### src/rtl/scan_scheduler.sv
// Channel-hopping scan scheduler: guards, listens and receives on each hop-table
// entry in turn, and hands captured packet events to a single-entry output buffer.
module scan_scheduler #(
  parameter int GUARD_CYCLES = 8,
  parameter int RX_TIMEOUT   = 376
) (
  input  logic        symbol_clk,
  input  logic        rst,
  input  logic        start,
  input  logic        stop,
  input  logic [17:0] ch_list,
  input  logic [1:0]  ch_count,
  input  logic [15:0] dwell,
  output logic        sniff_en,
  output logic [5:0]  sniff_channel,
  input  logic        acc_addr_matched,
  input  logic        packet_detected,
  input  logic [8:0]  packet_len,
  output logic        evt_valid,
  input  logic        evt_ready,
  output logic [5:0]  evt_channel,
  output logic [8:0]  evt_len,
  output logic        busy,
  output logic        overflow
);

  // state   | meaning
  // IDLE    | not scanning, sniffer disabled
  // GUARD   | sniffer disabled between dwells
  // LISTEN  | sniffer enabled, dwell timer running
  // RECEIVE | access address matched, waiting for packet or timeout

  localparam int GW = (GUARD_CYCLES < 2) ? 1 : $clog2(GUARD_CYCLES + 1);
  localparam int RW = (RX_TIMEOUT < 2) ? 1 : $clog2(RX_TIMEOUT + 1);

  typedef enum logic [1:0] {IDLE, GUARD, LISTEN, RECEIVE} state_t;

  state_t         state, state_nxt;
  logic [1:0]     idx, idx_nxt, idx_adv, eff_count;
  logic [GW-1:0]  guard_cnt, guard_nxt;
  logic [15:0]    dwell_cnt, dwell_nxt, dwell_load;
  logic [RW-1:0]  rx_cnt, rx_nxt;
  logic           cap;

  always_comb begin
    case (idx)
      2'd1:    sniff_channel = ch_list[11:6];
      2'd2:    sniff_channel = ch_list[17:12];
      default: sniff_channel = ch_list[5:0];
    endcase
  end

  assign eff_count  = (ch_count == 2'd0) ? 2'd1 : ch_count;
  assign idx_adv    = (idx >= eff_count - 2'd1) ? 2'd0 : idx + 2'd1;
  assign dwell_load = (dwell == 16'd0) ? 16'd1 : dwell;
  assign sniff_en   = (state == LISTEN) || (state == RECEIVE);
  assign busy       = (state != IDLE);

  always_ff @(posedge symbol_clk or negedge rst) begin
    if (!rst) begin
      state     <= IDLE;
      idx       <= 2'd0;
      guard_cnt <= '0;
      dwell_cnt <= '0;
      rx_cnt    <= '0;
    end else begin
      state     <= state_nxt;
      idx       <= idx_nxt;
      guard_cnt <= guard_nxt;
      dwell_cnt <= dwell_nxt;
      rx_cnt    <= rx_nxt;
    end
  end

  always_comb begin
    state_nxt = state;
    idx_nxt   = idx;
    guard_nxt = guard_cnt;
    dwell_nxt = dwell_cnt;
    rx_nxt    = rx_cnt;
    cap       = 1'b0;
    if (stop && state != IDLE) begin
      state_nxt = IDLE;
      idx_nxt   = 2'd0;
      guard_nxt = '0;
      dwell_nxt = '0;
      rx_nxt    = '0;
    end else begin
      case (state)
        IDLE: begin
          if (start) begin
            state_nxt = GUARD;
            idx_nxt   = 2'd0;
            guard_nxt = GW'(GUARD_CYCLES);
          end
        end
        GUARD: begin
          if (guard_cnt <= GW'(1)) begin
            state_nxt = LISTEN;
            guard_nxt = '0;
            dwell_nxt = dwell_load;
          end else begin
            guard_nxt = guard_cnt - GW'(1);
          end
        end
        LISTEN: begin
          // The match cycle still counts as a dwell clock; the remainder is frozen.
          dwell_nxt = (dwell_cnt == 16'd0) ? 16'd0 : dwell_cnt - 16'd1;
          if (acc_addr_matched) begin
            state_nxt = RECEIVE;
            rx_nxt    = RW'(RX_TIMEOUT);
          end else if (dwell_cnt <= 16'd1) begin
            state_nxt = GUARD;
            idx_nxt   = idx_adv;
            guard_nxt = GW'(GUARD_CYCLES);
          end
        end
        RECEIVE: begin
          if (packet_detected) begin
            cap       = 1'b1;
            state_nxt = GUARD;
            idx_nxt   = idx_adv;
            guard_nxt = GW'(GUARD_CYCLES);
            rx_nxt    = '0;
          end else if (rx_cnt <= RW'(1)) begin
            rx_nxt = '0;
            if (dwell_cnt == 16'd0) begin
              state_nxt = GUARD;
              idx_nxt   = idx_adv;
              guard_nxt = GW'(GUARD_CYCLES);
            end else begin
              state_nxt = LISTEN;
            end
          end else begin
            rx_nxt = rx_cnt - RW'(1);
          end
        end
        default: state_nxt = IDLE;
      endcase
    end
  end

  // Single-entry event buffer; a capture into a full, unread buffer is dropped.
  always_ff @(posedge symbol_clk or negedge rst) begin
    if (!rst) begin
      evt_valid   <= 1'b0;
      evt_channel <= 6'd0;
      evt_len     <= 9'd0;
      overflow    <= 1'b0;
    end else begin
      if (cap) begin
        if (!evt_valid || evt_ready) begin
          evt_valid   <= 1'b1;
          evt_channel <= sniff_channel;
          evt_len     <= packet_len;
        end else begin
          overflow <= 1'b1;
        end
      end else if (evt_valid && evt_ready) begin
        evt_valid <= 1'b0;
      end
      if (state == IDLE && start) overflow <= 1'b0;
    end
  end

endmodule

### config.mk
export PLATFORM = sky130hd
export DESIGN_NAME = scan_scheduler
export DESIGN_NICKNAME = d
export VERILOG_FILES = /design/src/rtl/scan_scheduler.sv
export SDC_FILE = /design/constraint.sdc
export NUM_CORES = 1
export LEC_CHECK = 0
export CORE_MARGIN = 2
export CORE_UTILIZATION = 40
export DETAILED_ROUTE_END_ITERATION = 16
export PLACE_DENSITY = 0.67
export REMOVE_ABC_BUFFERS = 1
export SLEW_MARGIN = 20
export SYNTH_ARGS = -nofsm -noshare
export SYNTH_HDL_FRONTEND = slang
export SYNTH_SLANG_ARGS = --single-unit
### constraint.sdc
create_clock -name symbol_clk -period 5.65 [get_ports symbol_clk]
set_input_delay 0.8475 -clock symbol_clk [delete_from_list [all_inputs] [get_ports symbol_clk]]
set_output_delay 0.8475 -clock symbol_clk [all_outputs]
set_load 0.02 [all_outputs]
### After elaboration in Yosys (flattened, before gate mapping)

Cells that the tools add are included.

* output and inout bits: 25
* flip-flop bits (word level): 50
* logic and storage cells: 105
* input bits: 52

* reduce and logical (&&, ||, !) cells: 24
* $add $sub $neg: 5
* magnitude comparators: 4
* equal/unequal tests: 15
* mux-type cells: 48

Operators by type and width (count)
* 2-to-1 mux 16 bit: 4
* 2-to-1 mux 9 bit: 4
* 2-to-1 mux 2 bit: 17
* logical NOT 16 bit: 2
* 2-to-1 mux 4 bit: 8
* case mux 16 bit (2 select lines): 1
* case mux 9 bit (2 select lines): 1
* less-or-equal comparator 16 x 1 -> 1 bit, second input constant: 1
* case mux 4 bit (4 select lines): 1
* subtractor 16 x 1 -> 16 bit, second input constant: 1
* inequality test 4 x 2 -> 1 bit, second input constant: 3
* case mux 6 bit (2 select lines): 1
* AND reduction 2 bit: 5
* less-or-equal comparator 9 x 1 -> 1 bit, second input constant: 1
* 2-to-1 mux 1 bit: 9
* subtractor 9 x 1 -> 9 bit, second input constant: 1
* case mux 2 bit (4 select lines): 1
* == test 2 bit, second input constant: 3
* inequality test 3 x 2 -> 1 bit, second input constant: 2
* inequality test 3 bit, second input constant: 2
* case mux 2 bit (3 select lines): 1
* AND reduction 6 bit: 1
* nonzero test 2 bit: 3
* nonzero test 3 bit: 2
* 15 further kinds: 21

### Longest topological paths before layout

Gate-level depths: netlist of the first run.

* depth after elaboration: 10
* depth in mapped cells: 9
* mapped depth without buffers: 7

### Least setup slack after synthesis of the first run

Ideal clock, no wire load.

* path type: reg-to-output
* from: register idx[0]
* to: output port sniff_channel[1]
* data arrival time: 1.479 ns
* stages on the path, launching flop included: 5
* required time: 4.803 ns
* buffers on the path: 1
* path slack: 3.323 ns
* path through: dfrtp_1 -> inv_1 -> ha_1 -> clkbuf_1 -> o21ai_0

* longest elaborated chain between the ends: 2
* elaborated cells between the ends (all ways): 3
* classes of those cells: 2 x eq/ne; 1 x mux

RTL lines
* start: declaration: line 39 `logic [1:0] idx, idx_nxt, idx_adv, eff_count;`
* start signal: assignment: line 68 `idx <= idx_nxt;`
* == test 2 bit / == test 2 x 1 -> 1 bit (equally long branches): line 46 `case (idx)`
* case mux 6 bit (2 select lines) *: line 46
* end: declaration: line 15 `output logic [5:0] sniff_channel,`

Every way passes the cells marked *; elsewhere a longest branch is shown, timed or not.

### Worst setup path after layout of the first run

* from: input port ch_list[17]
* to: output port sniff_channel[5]

* longest elaborated chain between the ends: 1

RTL lines
* start: declaration: line 11 `input logic [17:0] ch_list,`
* case mux 6 bit (2 select lines): line 46

No other way between the ends.

==> metrics.txt, run 1 <==
run status finished clean; drt total wl 8.200 mm; GR Overflow Total 0; leakage power of the design 1.713 nW; maximum VDD drop 0.2211 mV; pin count of the biggest net entering global routing 51; average routed wire per standard cell 16.02 um; Post-Synth XOR/XNOR Area 1.127%; Pwr Density 478.1 nW/um^2; number of cell instances on the worst register-to-register path 5; count of boundary I/O pins 77; Fillers 726; count of pins over their slew limit 0; simple logic cell fraction of the synthesized area 20.89%; endpoint class of the critical path primary output; worst hold slack 0.4947 ns; count of placed standard cells in the final layout, fillers left out 512; clock tree from TritonCTS done; maximum achievable frequency 0.3205 GHz; number of flops mapped to enable cells by yosys 0; Crit path buffers/inverters 2; Core Box Area 7647 um^2; 1st-iter DRT viols 106; WP data required 4.80 ns; count of yosys warnings during synthesis 0; Detail Route Antenna Nets 0; buffers added on ports 76; DRC violation count after routing 0; final worst clock skew 0.01117 ns; global-route wire length before repair 13.56 mm; source-to-sink clock delay at the later pin of the worst-skew pair 0.31 ns; die width 92.17 um; FF+latch count, synth 50; CP Max Fanout 2; final hold violation count 0; routability cong. 0.8425; synthesized area 3109 um^2; delay contributed by the slowest stage of the critical path 0.65 ns; CTS Buf Count 5; master of the slowest instance on the critical path clkdlybuf4s50_1; count of cell types in the netlist 64; fraction of the mapped netlist area in adder cells 4.024%; grt met3 use 3.205%; maxcap violations 0; starting density of the core 40.66%; sequential share of the synthesized area 40.24%; RSZ-0062 raised after global routing false; via total after detailed routing 2890; arrival time worst endpoint 2.27 ns; mean post-synth cell area 9.199 um^2; complex-gate fraction of the synthesized area 22.62%; commonest register cell after synthesis dfrtp_1; path length in cells of the critical path 4; Hold Path Stages 1; final setup violation count 0; maximum level of the CTS H-tree 2; share of flip-flops with an asynchronous set or reset after synthesis 100.0%; most used cell, CP clkdlybuf4s50_1; first drt pass iteration count 4; post-CTS resize count 0; main combinational cell family by area after synthesis compound AO/OA/AOI/OAI gates; post-CTS clock slew at the launch and capture registers of the worst setup and hold paths 0.10 ns; fraction of met1 tracks used by global routing 26.54%; Final Net Count 471; number of clock sinks 50; Root Buffer Master clkbuf_8; max-slew headroom at the worst pin 48.68%; gate count of the mapped netlist 338; CP Cell Sequence clkdlybuf4s50_1, a22oi_1, o21ai_0, clkdlybuf4s50_1; share of the cycle needed by the critical path after routing 55.23%; transition time at the pin with the least slew margin 0.7690 ns; total die area 8494 um^2; Max Buffers Root-to-Sink 2; startpoint type of the worst setup path input port; Cell Rows 32; global routing's busiest layer met2; multiplexer share of the synthesized area 7.364%; met2 Resource Use GR 32.17%; Post-CTS Setup Inserts 0; area delta synth->final 30.78%; Crit Path Class input port to primary output; number of global-route vias before repair 2806; number of antenna violations at the first check in global routing 0; cell area after layout 4066 um^2; post-placement cell count 504; combined global-route utilization of all metal layers 19.61%; summed negative setup slack over all endpoints 0 ns; minimum clock period after layout 3.120 ns; half-perimeter wire length after detailed placement 6.042 mm; average via count per standard cell 5.645; worst min-delay path category register to register; fraction of layout instances using a drive strength above 1 7.317%; critical path's top delay family buffers and inverters; die extent in y 92.17 um; count of antenna diodes in the layout 0; CTS Hold Buffers Added 0; instance area at placement 3950 um^2
## worst paths after layout
path	start	to	slack, ns
worst max-delay path	ch_list[17]	sniff_channel[5]	2.53
worst min-delay path	evt_channel[3]	evt_channel[3]	0.49
worst max register to register	state[0]	evt_len[2]	3.22
worst min register to register	evt_channel[3]	evt_channel[3]	0.49
max in group asynchronous	rst	dwell_cnt[3]	4.57
min in group asynchronous	rst	dwell_cnt[10]	0.64
## layout make-up
cell class	instances	area (um^2)	share of cell area, %
Multi-Input combinational cell	259	1744	42.89
Clock buffer	5	68.82	1.692
Clock inverter	3	47.55	1.169
Timing Repair Buffer	78	770.7	18.95
Sequential cell	50	1251	30.77
Inverter	15	56.30	1.385
Tap cell	102	127.6	3.138
## registers in the layout, indices dropped and copies added (netlist names)
register	flops
overflow	1
guard_cnt	4
idx	2
evt_channel	6
evt_valid	1
evt_len	9
state	2
dwell_cnt	16
rx_cnt	9
## worst reg2reg max path, cell delays in order (launching register included)
cell	delay [ns]
dfrtp_1	0.70
nand2_1	0.20
nor2_1	0.27
nand2_1	0.13
nor2_2	0.61
mux2_2	0.41
## synth_stat cells, types with 5 or more instances
library cell / instances / area [um^2]
mux2_1: 10 / 112.6
o21ai_0: 11 / 55.05
nor4_1: 11 / 68.82
a22oi_1: 9 / 67.56
nand2_1: 23 / 86.33
nor3_1: 12 / 60.06
a22o_1: 9 / 78.83
inv_1: 15 / 56.30
ha_1: 10 / 125.1
clkbuf_1: 8 / 30.03
dfrtp_1: 50 / 1251
nor2_1: 30 / 112.6
o21ai_1: 18 / 90.09
a21oi_1: 14 / 70.07
mux2_2: 5 / 56.30
o22ai_1: 5 / 31.28
buf_2: 6 / 30.03
nand2b_1: 9 / 56.30
## where the power goes
| group | total, mW | switching (mW) | internal, mW |
|---|---|---|---|
| sequential | 0.599 | 0.131 | 0.468 |
| combinational | 1.08 | 0.605 | 0.476 |
| clock | 0.264 | 0.129 | 0.134 |
## routing by layer
metal,part of all wire [%],wire length (um)
met3,3.9,323
met5,0,0
met1,48,3950
met2,46,3746
met4,2.2,180
## cell families (layout without fill, tap and decap cells)
logic type,after synthesis,in the layout
AOI/OAI and AO/OA,103,103
xor gates and xnor gates,4,4
adders and majority gates,10,10
buffers and inverters,29,101
DFF,50,50
muxes,20,20
and+or+nand+nor,122,122
## layout by cell type (no fill, tap or decap), drive strengths merged, types with 10 or more instances in the layout
cell type and instances:
a21oi 14, clkdlybuf4s50 75, dfrtp 50, ha 10, inv 16, mux2 17, nand2 24, nor2 30
nor3 14, nor4 12, o21ai 30
## per-stage QoR
step / setup WS [ns] / power, mW / utilization, %
2_1_floorplan: 3.291 / 1.322 / -
3_3_place_gp: 2.247 / 1.660 / 51.62
3_5_place_dp: 2.495 / 1.678 / 51.65
4_1_cts: 2.523 / 1.947 / 53.17
5_1_grt: 2.385 / 2.093 / 53.17
6_report: 2.530 / 1.944 / 53.17
Power figures use the tool's default switching activity.
==> run 2: changes to the inputs <==
- clock period: 5.65 -> 3.2 ns (I/O delays scaled with it)
==> metrics.txt, run 2 (synthesis results as in run 1) <==
maximum achievable frequency 0.3639 GHz; Detail Route Antenna Nets 0 (unchanged); post-CTS resize count 0 (unchanged); area delta synth->final 31.07% (was 30.78%); first drt pass iteration count 5 (was 4); max-slew headroom at the worst pin 47.64% (was 48.68%); worst reg2reg path endpoint idx[0] (was evt_len[2]); final worst clock skew 0.01741 ns (was 0.01117 ns); WP data required 2.72 ns (was 4.80 ns); final hold violation count 0 (unchanged); CTS Buf Count 5 (unchanged); die width 92.17 um (unchanged); CP Cell Sequence inv_1, ha_1, o21ai_0, clkdlybuf4s50_1 (was clkdlybuf4s50_1, a22oi_1, o21ai_0, clkdlybuf4s50_1); top flop regs dwell_cnt (16), evt_len (9), rx_cnt (9) (unchanged); number of global-route vias before repair 2872 (was 2806); count of boundary I/O pins 77 (unchanged); maximum VDD drop 0.3573 mV (was 0.2211 mV); top library cells by usage in the layout, fill and taps aside clkdlybuf4s50_1 (75), dfrtp_1 (50), nor2_1 (30) (was clkdlybuf4s50_1 (75), dfrtp_1 (50), nor2_1 (29)); master of the slowest instance on the critical path clkdlybuf4s50_1 (unchanged); arrival time worst endpoint 2.27 ns (about the same); transition time at the pin with the least slew margin 0.7855 ns (was 0.7690 ns); minimum clock period after layout 2.748 ns; drt total wl 8.440 mm (was 8.200 mm); final setup violation count 0 (unchanged); average via count per standard cell 5.602 (was 5.645); GR Overflow Total 0 (unchanged); CP Max Fanout 13 (was 2); run status finished clean (unchanged); die extent in y 92.17 um (unchanged); clock tree from TritonCTS done (unchanged); leakage power of the design 1.724 nW (was 1.713 nW); buffers added on ports 76 (unchanged); Post-CTS Setup Inserts 0 (unchanged); routability cong. 0.8253 (was 0.8425); critical path's top delay family buffers and inverters (unchanged); post-CTS clock slew at the launch and capture registers of the worst setup and hold paths 0.11 ns (was 0.10 ns); worst r2r src dwell_cnt[0] (was state[0]); average routed wire per standard cell 16.32 um (was 16.02 um); starting density of the core 40.66% (unchanged); DRC violation count after routing 0 (unchanged); count of antenna diodes in the layout 0 (unchanged); Max Buffers Root-to-Sink 2 (unchanged); Cell Rows 32 (unchanged); share of the cycle needed by the critical path after routing 85.88%; fraction of layout instances using a drive strength above 1 8.193% (was 7.317%); startpoint type of the worst setup path register (was input port); maxcap violations 0 (unchanged); via total after detailed routing 2896 (was 2890); worst hold slack 0.2413 ns (was 0.4947 ns); count of pins over their slew limit 0 (unchanged); max reg flops 16 (unchanged); total die area 8494 um^2 (unchanged); number of clock sinks 50 (unchanged); half-perimeter wire length after detailed placement 6.274 mm (was 6.042 mm); endpoint class of the critical path primary output (unchanged); start point of the critical path idx[0] (was ch_list[17]); Crit Path Class register to primary output (was input port to primary output); combined global-route utilization of all metal layers 20.82% (was 19.61%); summed negative setup slack over all endpoints 0 ns (unchanged); delay contributed by the slowest stage of the critical path 0.67 ns (was 0.65 ns); setup slack of the worst register-to-register path 0.85 ns (was 3.22 ns); CTS Hold Buffers Added 0 (unchanged); worst min-delay path category input port to asynchronous set/reset pin (was register to register); largest reg by FF count dwell_cnt (unchanged); Crit path buffers/inverters 2 (unchanged); commonest non-fill, non-tap cell in the layout clkdlybuf4s50_1 (unchanged); 1st-iter DRT viols 164 (was 106); number of cell instances on the worst register-to-register path 7 (was 5); number of antenna violations at the first check in global routing 0 (unchanged); pin count of the biggest net entering global routing 35 (was 51); global-route wire length before repair 14.07 mm (was 13.56 mm); Root Buffer Master clkbuf_8 (unchanged); maximum level of the CTS H-tree 2 (unchanged); Final Net Count 476 (was 471); RSZ-0062 raised after global routing false (unchanged); source-to-sink clock delay at the later pin of the worst-skew pair 0.31 ns (about the same); Pwr Density 830.1 nW/um^2 (was 478.1 nW/um^2); Core Box Area 7647 um^2 (unchanged)
==> run 2: per-stage QoR <==
step	cells	utilization, %	worst slack [ns]	instance area (um^2)	total power, mW
after floorplan	324	-	0.9382	3049	2.334
after global placement	509	52.11	0.7562	3985	2.960
after detailed placement	509	52.11	0.6636	3985	2.997
after CTS	517	53.29	0.4558	4075	3.381
after global routing	517	53.29	0.3176	4075	3.664
final	517	53.29	0.4520	4075	3.383
==> run 2: cell type report <==
cell class              instances  area (um^2)
flip-flops and latches         50         1251
clock buffers                   5        68.82
well taps                     102        127.6
fillers                       701         3572
multi-input cells             259         1742
clock inverters                 3        21.27
inverters                      15        56.30
repair buffers                 83        808.3
==> run 2: how the worst max path moves through the flow <==
stage | endpoint | slack [ns] | cells past startpoint
after floorplan | evt_len[0] | 0.94 | 5
after global routing | sniff_channel[4] | 0.32 | 4
final | sniff_channel[4] | 0.45 | 4
after detailed placement | guard_cnt[3] | 0.66 | 6
after CTS | sniff_channel[4] | 0.46 | 4
after global placement | guard_cnt[3] | 0.76 | 6
==> run 2: per-layer routing <==
metal | wire [um] | global-route usage, % | vias to the layer above
li1 | - | - | 1417
met1 | 3862 | 27.77 | 1382
met2 | 4029 | 34.87 | 93
met3 | 455 | 3.369 | 4
met4 | 93 | 6.219 | 0
met5 | 0 | 0 | -
==> run 2: report_power, final <==
part	internal (mW)	total, mW	switching [mW]	leakage, nW
sequential	0.827	1.05	0.226	0.666
clock	0.154	0.377	0.223	0.0441
combinational	0.859	1.95	1.09	1.01
total	1.84	3.38	1.54	1.72
